### src/rtl/spi_master_mc_pkg.sv
// Shared constants for the multi-chip-select SPI master: FSM encoding,
// SPI mode encodings ({CPOL, CPHA}) and default widths.
package spi_pkg;

  localparam logic [2:0] IDLE  = 3'd0;
  localparam logic [2:0] SETUP = 3'd1;
  localparam logic [2:0] SHIFT = 3'd2;
  localparam logic [2:0] HOLD  = 3'd3;
  localparam logic [2:0] GAP   = 3'd4;

  localparam logic [1:0] MODE0 = 2'b00;
  localparam logic [1:0] MODE1 = 2'b01;
  localparam logic [1:0] MODE2 = 2'b10;
  localparam logic [1:0] MODE3 = 2'b11;

  localparam int DEF_DATA_W = 64;
  localparam int DEF_CNT_W  = 7;
  localparam int DEF_NUM_CS = 4;
  localparam int DEF_CS_W   = 2;
  localparam int DEF_DIV_W  = 8;

endpackage

### src/rtl/spi_master_mc_clk_div.sv
// Loadable SCK half-period counter: one-cycle tick every D clk cycles while
// running, plus a leading/trailing edge parity flag for the SHIFT phase.
module spi_clk_div
  import spi_pkg::*;
#(
  parameter int P_DIV_W = DEF_DIV_W
) (
  input  logic               clk,
  input  logic               rst_n,
  input  logic               start,
  input  logic               stop,
  input  logic [P_DIV_W-1:0] div,
  input  logic               par_en,
  output logic               tick,
  output logic               lead
);

  logic [P_DIV_W-1:0] d_q;
  logic [P_DIV_W-1:0] cnt_q;
  logic               run_q;
  logic               par_q;

  assign tick = run_q && (cnt_q == d_q - P_DIV_W'(1));
  // Parity only advances on SHIFT edges, so it restarts at "leading" each transfer.
  assign lead = ~par_q;

  always_ff @(posedge clk or negedge rst_n) begin
    if (!rst_n) begin
      d_q   <= P_DIV_W'(1);
      cnt_q <= '0;
      run_q <= 1'b0;
      par_q <= 1'b0;
    end else if (start) begin
      d_q   <= (div == '0) ? P_DIV_W'(1) : div;
      cnt_q <= '0;
      run_q <= 1'b1;
      par_q <= 1'b0;
    end else if (stop) begin
      cnt_q <= '0;
      run_q <= 1'b0;
    end else if (run_q) begin
      cnt_q <= tick ? '0 : cnt_q + P_DIV_W'(1);
      if (tick && par_en) par_q <= ~par_q;
    end
  end

endmodule

### src/rtl/spi_master_mc.sv
// Multi-CS SPI master: runtime mode/divider/bit count/bit order, one full-duplex
// transfer per request. Optional SPI_MASTER_MC_LOOPBACK_EN adds i_loopback.
module spi_master_mc
  import spi_pkg::*;
#(
  parameter int P_DATA_W = DEF_DATA_W,
  parameter int P_CNT_W  = DEF_CNT_W,
  parameter int P_NUM_CS = DEF_NUM_CS,
  parameter int P_CS_W   = DEF_CS_W,
  parameter int P_DIV_W  = DEF_DIV_W
) (
  input  logic                clk,
  input  logic                rst_n,
  input  logic [P_DATA_W-1:0] ip_data,
  input  logic [P_CNT_W-1:0]  ip_bit_count,
  input  logic [P_CS_W-1:0]   ip_cs_sel,
  input  logic                i_cpol,
  input  logic                i_cpha,
  input  logic                i_lsb_first,
  input  logic [P_DIV_W-1:0]  ip_div,
  input  logic                i_valid,
  output logic                o_ready,
  output logic [P_DATA_W-1:0] orp_data,
  output logic                o_rdata_valid,
  output logic                o_busy,
  output logic                o_sck,
  output logic                or_mosi,
  input  logic                i_miso,
`ifdef SPI_MASTER_MC_LOOPBACK_EN
  input  logic                i_loopback,
`endif
  output logic [P_NUM_CS-1:0] o_cs_n
);

  logic [2:0]          state;
  logic [P_DATA_W-1:0] tx_q, rx_q;
  logic [P_CNT_W-1:0]  n_q, k_q, n_in;
  logic                cpha_q, lsb_q, lb_q, lb_in;
  logic [P_NUM_CS-1:0] cs_dec;
  logic                tick, lead, accept, last, rx_in;

  // Stream bit k maps to buffer index k (LSB-first) or n-1-k (MSB-first).
  function automatic logic [P_CNT_W-2:0] bidx(input logic [P_CNT_W-1:0] k,
                                              input logic [P_CNT_W-1:0] n,
                                              input logic lsb);
    logic [P_CNT_W-1:0] t;
    t = lsb ? k : n - k - P_CNT_W'(1);
    return t[P_CNT_W-2:0];
  endfunction

`ifdef SPI_MASTER_MC_LOOPBACK_EN
  assign lb_in = i_loopback;
`else
  assign lb_in = 1'b0;
`endif

  assign o_ready = (state == IDLE);
  assign o_busy  = (state != IDLE);
  assign accept  = o_ready && i_valid;
  assign last    = (k_q == n_q - P_CNT_W'(1));
  assign rx_in   = lb_q ? or_mosi : i_miso;
  assign n_in    = (ip_bit_count == '0 || 32'(ip_bit_count) > P_DATA_W)
                   ? P_CNT_W'(P_DATA_W) : ip_bit_count;

  always_comb begin
    cs_dec = '1;
    if (!lb_in && (32'(ip_cs_sel) < P_NUM_CS)) cs_dec[ip_cs_sel] = 1'b0;
  end

  spi_clk_div #(.P_DIV_W(P_DIV_W)) u_div (
    .clk    (clk),
    .rst_n  (rst_n),
    .start  (accept),
    .stop   ((state == GAP) && tick),
    .div    (ip_div),
    .par_en (state == SHIFT),
    .tick   (tick),
    .lead   (lead)
  );

  always_ff @(posedge clk or negedge rst_n) begin
    if (!rst_n) begin
      state         <= IDLE;
      tx_q          <= '0;
      rx_q          <= '0;
      n_q           <= P_CNT_W'(1);
      k_q           <= '0;
      cpha_q        <= 1'b0;
      lsb_q         <= 1'b0;
      lb_q          <= 1'b0;
      o_cs_n        <= '1;
      o_sck         <= 1'b0;
      or_mosi       <= 1'b0;
      orp_data      <= '0;
      o_rdata_valid <= 1'b0;
    end else begin
      o_rdata_valid <= 1'b0;
      case (state)
        IDLE: if (i_valid) begin
          state   <= SETUP;
          tx_q    <= ip_data;
          rx_q    <= '0;
          n_q     <= n_in;
          k_q     <= '0;
          cpha_q  <= i_cpha;
          lsb_q   <= i_lsb_first;
          lb_q    <= lb_in;
          o_cs_n  <= cs_dec;
          o_sck   <= i_cpol;
          or_mosi <= i_cpha ? 1'b0 : ip_data[bidx('0, n_in, i_lsb_first)];
        end
        SETUP: if (tick) state <= SHIFT;
        SHIFT: if (tick) begin
          o_sck <= ~o_sck;
          if (lead) begin
            if (cpha_q) or_mosi <= tx_q[bidx(k_q, n_q, lsb_q)];
            else        rx_q[bidx(k_q, n_q, lsb_q)] <= rx_in;
          end else begin
            // Trailing edge closes bit k; CPHA=0 launches the next bit here.
            if (cpha_q)     rx_q[bidx(k_q, n_q, lsb_q)] <= rx_in;
            else if (!last) or_mosi <= tx_q[bidx(k_q + P_CNT_W'(1), n_q, lsb_q)];
            k_q <= k_q + P_CNT_W'(1);
            if (last) state <= HOLD;
          end
        end
        HOLD: if (tick) begin
          state         <= GAP;
          o_cs_n        <= '1;
          or_mosi       <= 1'b0;
          orp_data      <= rx_q;
          o_rdata_valid <= 1'b1;
        end
        GAP: if (tick) state <= IDLE;
        default: state <= IDLE;
      endcase
    end
  end

endmodule
### config.mk
export PLATFORM = sky130hd
export DESIGN_NAME = spi_master_mc
export DESIGN_NICKNAME = d
export VERILOG_FILES = /design/src/rtl/spi_master_mc_pkg.sv /design/src/rtl/spi_master_mc_clk_div.sv /design/src/rtl/spi_master_mc.sv
export SDC_FILE = /design/constraint.sdc
export NUM_CORES = 1
export LEC_CHECK = 0
export ABC_AREA = 1
export ABC_CLOCK_PERIOD_IN_PS = 5650
export CAP_MARGIN = 20
export CORE_MARGIN = 2
export CORE_UTILIZATION = 53
export DETAILED_ROUTE_END_ITERATION = 10
export GPL_TIMING_DRIVEN = 1
export HOLD_SLACK_MARGIN = 0.08
export PLACE_DENSITY = 0.79
export SYNTH_ARGS = -nofsm -noshare
export SYNTH_HDL_FRONTEND = slang
export SYNTH_SLANG_ARGS = --single-unit
export TNS_END_PERCENT = 50
### constraint.sdc
create_clock -name clk -period 5.65 [get_ports clk]
set_input_delay 1.13 -clock clk [delete_from_list [all_inputs] [get_ports clk]]
set_output_delay 1.13 -clock clk [all_outputs]
set_load 0.02 [all_outputs]
==> results of run 1 <==
sequential cells by signal, indices dropped and copies added (netlist names):
| name | cells |
|---|---|
| o_cs_n | 4 |
| tx_q | 64 |
| rx_q | 64 |
| o_rdata_valid | 1 |
| u_div.par_q | 1 |
| u_div.d_q | 8 |
| state | 3 |
| o_sck | 1 |
| orp_data | 64 |
| u_div.cnt_q | 8 |
| lsb_q | 1 |
| cpha_q | 1 |
| or_mosi | 1 |
| u_div.run_q | 1 |
| n_q | 7 |
| k_q | 7 |
cell families (layout without fill, tap and decap cells):
logic type / count (synthesis) / in the layout / share of synthesized area, %
xor gates and xnor gates: 17 / 17 / 1.09
and+or+nand+nor: 1141 / 1141 / 34.0
DFF: 236 / 236 / 43.2
AOI/OAI and AO/OA: 250 / 250 / 11.0
buffers and inverters: 294 / 431 / 8.95
adders and majority gates: 17 / 17 / 1.67
final cells by class:
class / instances / area share [%]
multi-input combinational: 1425 / 40.0
sequential: 236 / 36.1
tap: 330 / 2.52
timing repair buffer: 178 / 10.8
clock buffer: 34 / 4.53
inverter: 205 / 4.70
clock inverter: 14 / 1.38
layout by cell type (no fill, tap or decap), types with 3 or more instances in the layout:
master / n
nor2_1: 136
nor3_1: 25
dfrtp_1: 230
nand2_1: 767
dfstp_2: 6
buf_4: 16
bufinv_16: 6
clkbuf_16: 27
xnor2_1: 8
ha_1: 15
a21oi_1: 29
o21ai_0: 78
inv_1: 196
o21ai_2: 62
nand3_1: 179
inv_2: 8
clkdlybuf4s50_1: 159
o21ai_1: 72
xor2_1: 9
nand3b_1: 12
clkinv_2: 6
clkbuf_8: 4
nand2_2: 3
nand4_1: 6
clkbuf_1: 3
power breakdown:
group | switching (uW) | internal, uW
clock network | 710 | 1200
registers | 312 | 2060
logic | 3310 | 1520
total | 4330 | 4780
layer usage:
metal	routed length, um	vias to the layer above	share of wire (%)	GRT usage, %
li1	-	6398	-	-
met4	1050	0	2.8	9.09
met1	16700	6232	45	40.3
met3	2890	77	7.7	3.49
met5	0	-	0	0
met2	16900	583	45	44.5
metrics by stage:
| step | instances | util, % | area (um^2) | setup WS, ns |
|---|---|---|---|---|
| floorplan | 1955 | - | 13700 | 2.14 |
| global placement | 2373 | 60.9 | 15400 | 0.664 |
| detailed placement | 2373 | 60.9 | 15400 | 0.479 |
| CTS | 2421 | 64.8 | 16400 | 1.03 |
| global route | 2422 | 64.8 | 16400 | 0.386 |
| finish | 2422 | 64.8 | 16400 | 0.921 |
final timing paths:
check / endpoint / cells past startpoint / start
max in group asynchronous: n_q[0] / 2 / rst_n
worst min register to register: orp_data[52] / 2 / rx_q[52]
worst max register to register: rx_q[38] / 17 / u_div.d_q[0]
worst max-delay path: or_mosi / 18 / ip_bit_count[2]
min in group asynchronous: orp_data[55] / 1 / rst_n
worst min-delay path: orp_data[52] / 2 / rx_q[52]
worst register-to-register path: stages, from the launching register on:
cell and delay [ns]:
dfstp_2 0.54, inv_2 0.06, ha_1 0.23, nand2_1 0.08, nor2_1 0.06, nand2_1 0.07, xor2_1 0.18, nor2_1 0.05
or2_1 0.21, nor2_2 0.09, nand2_2 0.13, o21ai_2 0.18, inv_2 0.08, nor2_4 0.07, buf_4 0.49, nand3_4 0.51
buf_4 0.52, o21ai_2 0.23
==> run metrics, run 1 <==
status finished, final reports clean; fillers 2214; Nets 2177; CP Max Fanout 34; first-pass GRT wire length 61800 um; RD Place Congestion 0.958; first-pass detailed-route iteration total 7; ratio of cells with drive above 1 in the final layout 7.27%; clock skew 0.0134 ns; top cell types by occurrence after synthesis nand2_1 (769), dfrtp_1 (230), inv_1 (197), nand3_1 (179), nor2_1 (136); clock-pin slew on the worst setup and hold paths 0.06 ns; top cells by area, synth dfrtp_1 (42%), nand2_1 (21%), nand3_1 (6.6%), inv_1 (5.4%), o21ai_2 (4.0%); PD cells 556 nW/um^2; post-CTS resize count 0; Num CTS Buffers 26; Hold Crit Class register to register; Die Y 165 um; core area 25300 um^2; Multi-input gate area 6550 um^2; worst path bufs/invs 4; Sink Count 236; DRC viols 0; 1st-iter DRT viols 1448; CP cell instances clkdlybuf4s50_1 > inv_1 > nand2_1 > nor2_1 > nand2_1 > nand3_1 > buf_4 > ha_1 > nor2_1 > clkinv_1 > a21oi_1 > nand2_1 > nand3_1 > nand3_1 > nand3_1 > nand3_1 > nand3_1 > a21oi_1; WS Path Type input pin to register; root buf cell clkbuf_16; total grt overflow 0; routed vias 13300; Critical Path Max Stage Delay 0.76 ns; fin crit period 4.73 ns; crit path DAT 5.13 ns; Pwr Total 9110 uW; final setup fails 0; Main synth FF type dfrtp_1; Chip Width 165 um; leading area contributor after synthesis dfrtp_1; Netlist Area Pre-Place 13700 um^2; antenna viol nets, final 0; hold buffers post-CTS 0; most frequent cell after synthesis nand2_1; # Post-CTS Setup Buffers 0; Post-Synthesis Cells 1955; number of global-route vias before repair 12400; CTS tree done; Vias/cell 5.49; Synth async-reset ratio 100%; Clock Path Buffers 3; die area 27100 um^2; drt wl/cell 15.5 um; row cnt 58; Netlist cell types 41; final worst-path cycle share 83.7%; RSZ-0062 raised after global routing no; WL final 37500 um; Reg2Reg Setup Slack 1.79 ns; starting density of the core 54.1%; Yosys reg bits 236; sequential-to-total area share from yosys stat 43.2%; Worst EP required 6.05 ns; Worst setup EP type register; Worst-Skew Late Latency 0.54 ns; Post-Syn Area per Cell 6.99 um^2; Buffers on Ports 160; initial antenna violation count 0; syn_nets 2060; static leakage 0.00792 uW; Fin. Hold Viols 0; num ports 161; Ys Warns 0; CP max stage cell clkinv_1; Synth top area share 42.1%; largest net degree at the start of global routing 141; Post-synth EDFFs 0; Pins Over Slew Limit 0; dpl hpwl 25600 um; MaxCap Viol Count 0; Worst Max-Slew Pin Slew 1.14 ns; Top delay family on crit path buffers and inverters; Register Area 5910 um^2; Area Growth Syn to Fin 19.8%; Max transition margin 23.8%; H-tree depth 1; setup tns final 0 ns; most frequent CP cell nand3_1; all-layer global routing usage 28.1%; Setup crit start kind input pin; fmax 211 MHz; diode count 0; WHS 0.472 ns; Max IR drop VDD 0.328 mV
Note: power is estimated with default switching activity, not from simulation.
==> run 2: changes to the inputs <==
--- a/config.mk
+++ b/config.mk
@@ -6,7 +6,7 @@
 export NUM_CORES = 1
 export LEC_CHECK = 0
 export ABC_AREA = 1
-export ABC_CLOCK_PERIOD_IN_PS = 5650
+export ABC_CLOCK_PERIOD_IN_PS = 4900
 export CAP_MARGIN = 20
 export CORE_MARGIN = 2
 export CORE_UTILIZATION = 53
==> constraint.sdc (replaced) <==
create_clock -name clk -period 4.9 [get_ports clk]
set_input_delay 0.98 -clock clk [delete_from_list [all_inputs] [get_ports clk]]
set_output_delay 0.98 -clock clk [all_outputs]
set_load 0.02 [all_outputs]
==> run 2 against run 1 <==
Hold slack got worse by 0.0022 ns. Power increased by 14%. Largest cell class unchanged. Clock-buffer cell count increased by 4.
==> run metrics, run 2 (synthesis gave the netlist of run 1 again) <==
status finished, final reports clean; Pins Over Slew Limit 0; dpl hpwl 25800 um; crit path DAT 4.01 ns; num ports 161; WL final 37500 um; first-pass detailed-route iteration total 6; Fin. Hold Viols 0; 1st-iter DRT viols 1270; largest net degree at the start of global routing 127; PD cells 635 nW/um^2; Setup crit start kind input pin; final worst-path cycle share 73.8%; Critical Path Max Stage Delay 0.47 ns; # Post-CTS Setup Buffers 0; MaxCap Viol Count 0; Top delay family on crit path buffers and inverters; drt wl/cell 15.5 um; Hold Crit Class register to register; all-layer global routing usage 28.0%; commonest cells after routing, fill and taps aside nand2_1 (767), dfrtp_1 (230), inv_1 (196); DRC viols 0; Worst Max-Slew Pin Slew 1.07 ns; starting density of the core 54.1%; core area 25300 um^2; Max IR drop VDD 0.405 mV; Area Growth Syn to Fin 19.7%; initial antenna violation count 0; WS Path Type input pin to register; fmax 277 MHz; Sink Count 236; post-CTS resize count 0; clock skew 0.00918 ns; final setup fails 0; number of global-route vias before repair 12300; Chip Width 165 um; root buf cell clkbuf_16; first-pass GRT wire length 61600 um; CTS tree done; hold wc startpoint rx_q[21]; routed vias 13200; Clock Path Buffers 3; Worst-Skew Late Latency 0.54 ns; CP Max Fanout 19; static leakage 0.00792 uW; RSZ-0062 raised after global routing no; reg2reg start n_q[0]; Num CTS Buffers 26; Die Y 165 um; ratio of cells with drive above 1 in the final layout 7.26%; largest registers orp_data x64, rx_q x64, tx_q x64; H-tree depth 1; die area 27100 um^2; Buffers on Ports 160; hold buffers post-CTS 0; worst path bufs/invs 4; RD Place Congestion 0.954; WHS 0.470 ns; setup tns final 0 ns; CP max stage cell clkinv_1; Worst setup EP type register; total grt overflow 0; Nets 2180; diode count 0; Worst EP required 5.29 ns; antenna viol nets, final 0; crit path launch ip_bit_count[1]; row cnt 58; most common cell after layout, fill and taps aside nand2_1; Vias/cell 5.45; Max transition margin 29.0%; Pwr Total 10400 uW; clock-pin slew on the worst setup and hold paths 0.06 ns; fin crit period 3.62 ns; CP cell instances clkdlybuf4s50_1 > inv_1 > nand2_1 > nor2_1 > nand2_1 > nand2_1 > nand2_1 > ha_1 > nor2_1 > buf_4 > clkinv_1 > a21oi_1 > nand2_1 > nand3_1 > nand3_1 > nand3_1 > nand3_1 > nand3_1 > a21oi_1
-- run 2: cell count changes in the layout (fill, tap and decap cells not counted) --
cell,change
buf_4,+3
bufinv_16,-2
clkbuf_1,+2
clkbuf_8,+2
clkinv_2,-2
clkinvlp_4,-2
buf_12,-1
buf_16,+1
clkinv_4,+1
-- run 2: layer usage --
metal / part of all wire, % / GRT usage, %
met5: 0 / 0
met4: 2.2 / 7.11
met1: 44 / 40.8
met2: 46 / 44.7
met3: 8.3 / 3.19
-- run 2: worst paths after layout --
kind / to / slack, ns / cells past startpoint
worst max-delay path: or_mosi / 1.28 / 19
worst min-delay path: orp_data[21] / 0.47 / 2
worst max register to register: or_mosi / 1.61 / 17
worst min register to register: orp_data[21] / 0.47 / 2
max in group asynchronous: rx_q[42] / 3.23 / 2
min in group asynchronous: orp_data[53] / 0.56 / 1
-- run 2: stage by stage --
stage / utilization, % / cell area, um^2 / setup WS (ns) / instances
5_1_grt: 64.8 / 16400 / 1.03 / 2424
3_5_place_dp: 61.1 / 15400 / 0.804 / 2377
6_report: 64.8 / 16400 / 1.28 / 2424
3_3_place_gp: 61.0 / 15400 / 0.957 / 2376
4_1_cts: 64.8 / 16400 / 1.36 / 2424
2_1_floorplan: - / 13700 / 1.54 / 1955
-- run 2: worst register-to-register path, delay by kind of cell (launching register included) --
family          cells  cell delay (ns)
compound gates      2             0.40
buf+inv             3             0.59
simple gates       10             0.99
fa+ha+maj           2             0.67
flops               1             0.59
-- run 2: report_power, final --
part / leakage, uW / internal, uW / switching [uW]
Clock: 0.000458 / 1300 / 800
Combinational: 0.00434 / 1730 / 3830
Sequential: 0.00313 / 2380 / 347
Total: 0.00792 / 5410 / 4970
-- run 2: area by class of cell --
class,count,area [um^2]
Fill cell,2217,8890
Inverter,205,769
Clock inverter,9,149
Tap cell,330,413
Sequential cell,236,5910
Multi-Input combinational cell,1425,6550
Timing Repair Buffer,181,1800
Clock buffer,38,777
